`src/rtl/wb_mem_arbiter.sv`:
```
// wb_mem_arbiter: two-master, one-slave pipelined Wishbone arbiter.
// M0 is the instruction cache and M1 is the data cache. They share one
// backing-memory port.
// Simultaneous requests are resolved round-robin. An owner keeps the bus
// until it drops cyc. There is always at least one idle cycle between owners.
// Optional feature macro: WB_ARB_TIMEOUT_EN. When it is defined, an owner
// that sees no ack for TIMEOUT_CYCLES owned cycles gets a one-cycle err
// and loses the bus.
module wb_mem_arbiter #(
  parameter int AW             = 12,
  parameter int TIMEOUT_CYCLES = 255
) (
  input  logic          cpu_clock_i,
  input  logic          cpu_reset_i,
  // M0: instruction cache
  input  logic          m0_cyc_i,
  input  logic          m0_stb_i,
  input  logic          m0_we_i,
  input  logic [AW-1:0] m0_adr_i,
  input  logic [31:0]   m0_dat_i,
  input  logic [3:0]    m0_sel_i,
  output logic          m0_stall_o,
  output logic          m0_ack_o,
  output logic          m0_err_o,
  output logic [31:0]   m0_dat_o,
  // M1: data cache
  input  logic          m1_cyc_i,
  input  logic          m1_stb_i,
  input  logic          m1_we_i,
  input  logic [AW-1:0] m1_adr_i,
  input  logic [31:0]   m1_dat_i,
  input  logic [3:0]    m1_sel_i,
  output logic          m1_stall_o,
  output logic          m1_ack_o,
  output logic          m1_err_o,
  output logic [31:0]   m1_dat_o,
  // shared memory port
  output logic          s_cyc_o,
  output logic          s_stb_o,
  output logic          s_we_o,
  output logic [AW-1:0] s_adr_o,
  output logic [31:0]   s_dat_o,
  output logic [3:0]    s_sel_o,
  input  logic          s_stall_i,
  input  logic          s_ack_i,
  input  logic          s_err_i,
  input  logic [31:0]   s_dat_i,
  output logic [1:0]    grant_o
);

  typedef enum logic [1:0] {
    ARB_IDLE = 2'd0,
    ARB_M0   = 2'd1,
    ARB_M1   = 2'd2
  } arb_state_t;

  arb_state_t r_state;
  arb_state_t w_state_nxt;
  logic       r_last_owner;      // 0 = M0 owned last, 1 = M1 owned last
  logic       w_last_owner_nxt;
  logic [1:0] r_grant;
  logic       w_owner_cyc;       // cyc of the current owner, 0 when idle
  logic       w_tmo_hit;         // owner has waited too long for an ack

  assign w_owner_cyc = ((r_state == ARB_M0) && m0_cyc_i) ||
                       ((r_state == ARB_M1) && m1_cyc_i);

`ifdef WB_ARB_TIMEOUT_EN
  localparam int TW = $clog2(TIMEOUT_CYCLES + 1);
  logic [TW-1:0] r_tmo_cnt;

  // The count holds the number of owned cycles since entry or since the last
  // ack. The first owned cycle reads 1, so the hit lands on owned cycle N.
  assign w_tmo_hit = w_owner_cyc && (r_tmo_cnt == TW'(TIMEOUT_CYCLES));

  // Timeout counter: preset while idle or on ack, otherwise count owned cycles.
  always_ff @(posedge cpu_clock_i) begin
    if (cpu_reset_i) begin
      r_tmo_cnt <= TW'(1);
    end else if (r_state == ARB_IDLE) begin
      r_tmo_cnt <= TW'(1);
    end else if (s_ack_i) begin
      r_tmo_cnt <= TW'(1);
    end else begin
      r_tmo_cnt <= r_tmo_cnt + TW'(1);
    end
  end
`else
  logic [31:0] w_unused_tmo;
  assign w_unused_tmo = 32'(TIMEOUT_CYCLES);
  assign w_tmo_hit    = 1'b0;
`endif

  // State, round-robin history and registered one-hot grant.
  always_ff @(posedge cpu_clock_i) begin
    if (cpu_reset_i) begin
      r_state      <= ARB_IDLE;
      r_last_owner <= 1'b0;
      r_grant      <= 2'b00;
    end else begin
      r_state      <= w_state_nxt;
      r_last_owner <= w_last_owner_nxt;
      r_grant      <= {(w_state_nxt == ARB_M1), (w_state_nxt == ARB_M0)};
    end
  end

  // Next-state: grant from idle only; an owner keeps the bus until cyc falls or it times out.
  always_comb begin
    w_state_nxt      = r_state;
    w_last_owner_nxt = r_last_owner;
    case (r_state)
      ARB_IDLE: begin
        if (m0_cyc_i && m1_cyc_i) begin
          if (r_last_owner) begin
            w_state_nxt = ARB_M0;
          end else begin
            w_state_nxt = ARB_M1;
          end
        end else if (m0_cyc_i) begin
          w_state_nxt = ARB_M0;
        end else if (m1_cyc_i) begin
          w_state_nxt = ARB_M1;
        end else begin
          w_state_nxt = ARB_IDLE;
        end
      end
      ARB_M0: begin
        if (!m0_cyc_i || w_tmo_hit) begin
          w_state_nxt      = ARB_IDLE;
          w_last_owner_nxt = 1'b0;
        end else begin
          w_state_nxt = ARB_M0;
        end
      end
      ARB_M1: begin
        if (!m1_cyc_i || w_tmo_hit) begin
          w_state_nxt      = ARB_IDLE;
          w_last_owner_nxt = 1'b1;
        end else begin
          w_state_nxt = ARB_M1;
        end
      end
      default: begin
        w_state_nxt      = ARB_IDLE;
        w_last_owner_nxt = 1'b0;
      end
    endcase
  end

  // Bus routing: the owner is wired through to the slave; non-owners are held off by stall.
  always_comb begin
    s_cyc_o    = 1'b0;
    s_stb_o    = 1'b0;
    s_we_o     = 1'b0;
    s_adr_o    = '0;
    s_dat_o    = 32'd0;
    s_sel_o    = 4'd0;
    m0_stall_o = m0_cyc_i;
    m0_ack_o   = 1'b0;
    m0_err_o   = 1'b0;
    m1_stall_o = m1_cyc_i;
    m1_ack_o   = 1'b0;
    m1_err_o   = 1'b0;
    case (r_state)
      ARB_M0: begin
        s_cyc_o    = m0_cyc_i;
        // A stb that arrives together with a cyc drop is not a transfer.
        s_stb_o    = m0_stb_i & m0_cyc_i;
        s_we_o     = m0_we_i;
        s_adr_o    = m0_adr_i;
        s_dat_o    = m0_dat_i;
        s_sel_o    = m0_sel_i;
        m0_stall_o = s_stall_i;
        // Responses that arrive after the owner has let go are dropped.
        m0_ack_o   = s_ack_i & m0_cyc_i & ~w_tmo_hit;
        m0_err_o   = (s_err_i & m0_cyc_i) | w_tmo_hit;
      end
      ARB_M1: begin
        s_cyc_o    = m1_cyc_i;
        s_stb_o    = m1_stb_i & m1_cyc_i;
        s_we_o     = m1_we_i;
        s_adr_o    = m1_adr_i;
        s_dat_o    = m1_dat_i;
        s_sel_o    = m1_sel_i;
        m1_stall_o = s_stall_i;
        m1_ack_o   = s_ack_i & m1_cyc_i & ~w_tmo_hit;
        m1_err_o   = (s_err_i & m1_cyc_i) | w_tmo_hit;
      end
      default: begin
      end
    endcase
  end

  // Read data goes to both masters; only ack marks it valid.
  assign m0_dat_o = s_dat_i;
  assign m1_dat_o = s_dat_i;
  assign grant_o  = r_grant;

endmodule

```
`config.mk`:
```
export PLATFORM = sky130hd
export DESIGN_NAME = wb_mem_arbiter
export DESIGN_NICKNAME = d
export VERILOG_FILES = /design/src/rtl/wb_mem_arbiter.sv
export SDC_FILE = /design/constraint.sdc
export NUM_CORES = 1
export LEC_CHECK = 0
export BUFFER_PORTS_ARGS = -buffer_cell sky130_fd_sc_hd__clkbuf_2
export CAP_MARGIN = 10
export CORE_AREA = 2 2 101 103
export DETAILED_ROUTE_END_ITERATION = 7
export DIE_AREA = 0 0 103 105
export GPL_TIMING_DRIVEN = 0
export PLACE_DENSITY = 0.63
export SLEW_MARGIN = 10
export SYNTH_ARGS = -nofsm -noshare
export SYNTH_HDL_FRONTEND = slang
export SYNTH_SLANG_ARGS = --single-unit
```
`constraint.sdc`:
```
create_clock -name cpu_clock_i -period 1.85 [get_ports cpu_clock_i]
set_input_delay 0.37 -clock cpu_clock_i [delete_from_list [all_inputs] [get_ports cpu_clock_i]]
set_output_delay 0.37 -clock cpu_clock_i [all_outputs]
set_load 0.05 [all_outputs]
```
==> results of run 1 <==
[per-layer routing]
metal,up-vias,track usage,routed length [µm]
met3,6,0.0361,916
met2,154,0.299,4870
li1,1193,-,-
met1,1115,0.145,2990
met5,-,0,0
met4,0,0.0197,42
[path summary, 6_finish.rpt]
path	to	cells after the start	slack [ns]	from
max	s_dat_o[29]	8	-0.15	r_state[0]
min	r_state[1]	2	0.36	cpu_reset_i
max reg2reg	r_last_owner	9	0.23	r_state[0]
min reg2reg	r_last_owner	2	0.51	r_last_owner
[cells in the mapped netlist]
cell type and instances:
nor3b_1 1, a211oi_1 2, a22oi_1 50, nor2_1 3, ha_1 4, o21ai_0 1, buf_2 7, buf_6 1
inv_1 2, nor4_2 1, nor3_1 3, nand3_1 2, mux2_2 2, nand2b_1 1, clkbuf_1 8, dfxtp_1 5
and2_1 1, a21boi_0 2, buf_4 65, nor2b_1 51, and3_1 4
[worst reg2reg max path, delay by kind of cell, from the launching register on]
kind / cells / cell delay, ns
compound gates: 1 / 0.20
fa+ha+maj: 1 / 0.19
buf+inv: 5 / 0.64
flops: 1 / 0.35
simple gates: 2 / 0.17
[logic make-up after synthesis]
family	share of synthesized area
mux	0.0144
compound gates	0.262
flops	0.0638
simple gates	0.263
fa+ha+maj	0.0319
buf+inv	0.365
[sequential cells by signal, indices dropped and copies added, names as in the netlist]
name,flops
r_state,2
r_last_owner,1
grant_o,2
[timing repair]
action,CTS,global route
setup endpoints to repair,57,57
gates cloned,4,0
hold endpoints to repair,0,0
setup buffers,6,3
resized for setup,196,65
pin swaps,23,4
[per-stage QoR]
step                      utilization  setup slack, ns  hold WS (ns)  power [mW]
after floorplan                     -           0.0282         0.442       0.919
after detailed placement        0.312           -0.355         0.497        1.21
after CTS                       0.416           -0.147         0.364        1.66
final                           0.434           -0.149         0.363        1.71
after global placement          0.312           -0.316         0.499        1.20
after global routing            0.434           -0.193         0.372        1.80
[area by class of cell]
type | instances | area (µm²) | share of cell area
clock buffers | 4 | 45.0 | 0.0108
multi-input cells | 128 | 1290 | 0.309
well taps | 133 | 166 | 0.0397
repair buffers | 242 | 1840 | 0.440
plain buffers | 81 | 722 | 0.172
flip-flops and latches | 5 | 108 | 0.0257
inverters | 2 | 10.0 | 0.00239
[power breakdown]
part	total (mW)	internal [mW]	switching [mW]	leakage [nW]
combinational	1.39	0.607	0.778	1.89
clock	0.203	0.148	0.0549	0.0228
sequential	0.121	0.115	0.00589	0.0424
==> results_dict.tcl, run 1 <==
set metrics [dict create \
    clock-sinks 5 \
    die-area_um2 10800 \
    grt.overflow.total 0 \
    seq_area_frac_synth 0.0638 \
    crit_arrival_ns 1.63 \
    grt_use_total 0.146 \
    ys_seq_elements 5 \
    cts_buffers 3 \
    hold_viol 0 \
    drive_above_1_share 0.926 \
    grt_max_degree 11 \
    place_congestion 0.733 \
    dr.pass1.iters 4 \
    fill_cells 948 \
    hpwl_um 6840 \
    max_slew_margin 0.801 \
    peakVddDrop_mv 0.220 \
    ctsLongestPathBuffers 2 \
    synth_nets 359 \
    leakage_nw 1.96 \
    final.setup.tns_ns -3.13 \
    grt_pass1_vias 2509 \
    ios 262 \
    drt_iter0_markers 39 \
    crit_path_frequent_cell "buf_12" \
    cts_tree "yes" \
    cp-end-kind "output pin" \
    startpoint_type "flip-flop" \
    yosysUniqueCellTypes 21 \
    instances_no_fill 595 \
    start_util 0.163 \
    maxCapViolCount 0 \
    area_growth_pct 167 \
    critPathMaxFanout 5 \
    port_buffers 229 \
    path_buf_inv 5 \
    final_antenna_net_count 0 \
    violations "negative setup slack" \
    holdBufCountCts 0 \
    fp-row-count 36 \
    yosysTopAreaCell "buf_4" \
    max_stage_delay_ns 0.35 \
    die_h_um 105 \
    ys_warn_count 0 \
    cts-root-buf "clkbuf_8" \
    setup_viol 55 \
    rsz0062_at_grt "yes" \
    status "finished with violations" \
    drcViolationCount 0 \
    layout_common_cells "clkbuf_2, buf_4, nor2b_2, buf_8, a22oi_2" \
    antennaDiodeCount 0 \
    clk_latency_ns 0.22 \
    grt_pass1_wl_um 12200 \
    crit_type "reg -> out" \
    hold_path_class "in -> reg" \
    layout_commonest_cell "clkbuf_2" \
    design_area_um2 4190 \
    synth_top_cell_area_share 0.311 \
    synth_area_leaders "buf_4, a22oi_1, nor2b_1" \
    core_area_um2 9640 \
    finalCritPeriodShare 1.08 \
    syn-cell-area_um2 1570 \
    power.density_nw_per_um2 408 \
    drt-total-wl_um 8810 \
    place_area_um2 3010 \
    path_clk_slew_ns 0.04 \
    viasPerCell 4.15 \
    path_delay_family "buffers and inverters" \
    placed_cells 578 \
    vias 2468 \
    die-width_um 103 \
    setup_ws_ns -0.149 \
    synth.avg_cell_area_um2 7.26 \
    slew_viol_final 0 \
    fmax_mhz 500 \
    slowest_stage "dfxtp_4" \
    final_nets 606 \
    wire_per_inst_um 14.8 \
    worst_pin_slew_ns 0.295 \
    required_ns 1.48 \
    synthCells 216 \
    antenna_found_initial 0 \
    finalClockSkew_ns 0.00378 \
    htreeDepth 1 \
    cp_cell_sequence "buf_6, ha_4, buf_12, buf_12, buf_16, a22oi_2, nor2b_2, buf_8" \
    timing.final.crit_period_ns 2.00 \
]
No activity file was read; power rests on OpenSTA's default activity.
==> run 2: changes to the inputs <==
Settings changed: SETUP_SLACK_MARGIN set to 0.1.
==> run 2 against run 1 <==
Net effect: the run still ends with negative setup slack left; count of clock-buffer cells in the layout stayed put; core utilization is 2.5 points higher; sequential power hardly changed; critical path depth is 2 lower; critical endpoint is now m1_stall_o; global-route usage is 0.71 points lower; clock power is 3% lower; combinational power is 8% higher; non-clock buffer count is 5 higher; sequential cell count stayed put; final cell count is 1.0% higher; largest power group unchanged; register-to-register slack worse by 0.02 ns; first-iteration DRC count is 44% higher.
==> results_dict.tcl, run 2 (synthesis gave the netlist of run 1 again) <==
set metrics [dict create \
    status "finished with violations" \
    violations "negative setup slack" \
    ctsLongestPathBuffers 2 \
    layout_common_cells "clkbuf_2, buf_4, buf_8, a22oi_2, nor2b_2" \
    startpoint_type "flip-flop" \
    rsz0062_at_grt "yes" \
    cp-end-kind "output pin" \
    dr.pass1.iters 5 \
    drcViolationCount 0 \
    grt_pass1_vias 2471 \
    cts_tree "yes" \
    wire_per_inst_um 14.6 \
    ff2ff_path_depth 9 \
    fmax_mhz 513 \
    holdWs_ns 0.377 \
    clock-sinks 5 \
    die-width_um 103 \
    grt.overflow.total 0 \
    grt_pass1_wl_um 11900 \
    maxCapViolCount 0 \
    leakage_nw 2.04 \
    power.density_nw_per_um2 412 \
    final_antenna_net_count 0 \
    grt_max_degree 11 \
    hpwl_um 6350 \
    vias 2514 \
    ios 262 \
    finalClockSkew_ns 0.00210 \
    layout_commonest_cell "clkbuf_2" \
    grt_use_total 0.139 \
    dp_slack_ns -0.418 \
    core_area_um2 9640 \
    place_area_um2 3020 \
    cp-startpoint "r_state[0]" \
    cts_buffers 3 \
    crit_type "reg -> out" \
    viasPerCell 4.18 \
    die_h_um 105 \
    finalCritPeriodShare 1.05 \
    cts-root-buf "clkbuf_8" \
    worst_pin_slew_ns 0.396 \
    max_slew_margin 0.736 \
    reg2reg_from "r_state[1]" \
    port_buffers 229 \
    peakVddDrop_mv 0.279 \
    ff2ff_setup_slack_ns 0.21 \
    setup_viol 53 \
    final_nets 611 \
    htreeDepth 1 \
    design_area_um2 4430 \
    drive_above_1_share 0.946 \
    area_growth_pct 183 \
    crit_arrival_ns 1.58 \
    drt-total-wl_um 8800 \
    cp-endpoint "m1_stall_o" \
    antenna_found_initial 0 \
    hold_viol 0 \
    hold_path_class "in -> reg" \
    slew_viol_final 0 \
    die-area_um2 10800 \
    start_util 0.163 \
    fp-row-count 36 \
    required_ns 1.48 \
    setup_ws_ns -0.0974 \
    r2r-end "r_last_owner" \
    clk_latency_ns 0.22 \
    critPathMaxFanout 8 \
    timing.final.crit_period_ns 1.95 \
    place_congestion 0.731 \
    path_clk_slew_ns 0.03 \
    drt_iter0_markers 56 \
]
[run 2: timing repair]
action / in CTS / in global routing
buffers inserted: 8 / 5
cloned: 4 / 3
hold buffers: 0 / 0
gates resized for setup: 235 / 79
pin swaps: 25 / 9
endpoints found under the setup margin: 57 / 58
[run 2: cell type report]
class	instances	area [µm²]
antenna	1	2.50
buffer	81	746
clock buffer	4	45.0
fill	920	5210
inverter	2	12.5
multi-input combinational	128	1380
sequential	5	108
tap	133	166
timing repair buffer	247	1970
[run 2: worst min path at each step]
stage / startpoint / slack, ns / cells past startpoint / to
4_1_cts: cpu_reset_i / 0.38 / 2 / r_state[1]
3_3_place_gp: r_last_owner / 0.50 / 2 / r_last_owner
6_report: cpu_reset_i / 0.38 / 2 / r_state[1]
5_1_grt: cpu_reset_i / 0.39 / 2 / r_state[1]
2_1_floorplan: cpu_reset_i / 0.44 / 1 / r_state[1]
3_5_place_dp: r_last_owner / 0.51 / 2 / r_last_owner
[run 2: metrics by stage]
step                      TNS [ns]  utilization  std cells  power, mW
after floorplan                  0            -        216      0.920
after global placement      -12.83        0.313        578       1.21
after detailed placement    -13.54        0.313        578       1.21
after CTS                    -2.45        0.432        594       1.71
after global routing         -4.95        0.459        600       1.91
final                        -1.70        0.460        601       1.82
[run 2: worst max-delay path, stage by stage, from the launching register on]
cell,delay (ns)
dfxtp_4,0.37
inv_4,0.05
ha_4,0.17
buf_12,0.15
buf_8,0.13
mux2_4,0.30
clkbuf_16,0.17
[run 2: power by group]
part	leakage, nW	switching, mW	internal [mW]
Clock	0.0228	0.0499	0.148
Sequential	0.0424	0.00785	0.115
Combinational	1.97	0.816	0.689
[run 2: layer usage]
layer  wire length [µm]  up-vias  track usage
met5                  0        -            0
met4                 43        0       0.0150
met3                666        4       0.0147
met2               5080      158        0.295
met1               3020     1152        0.142
li1                   -     1200            -
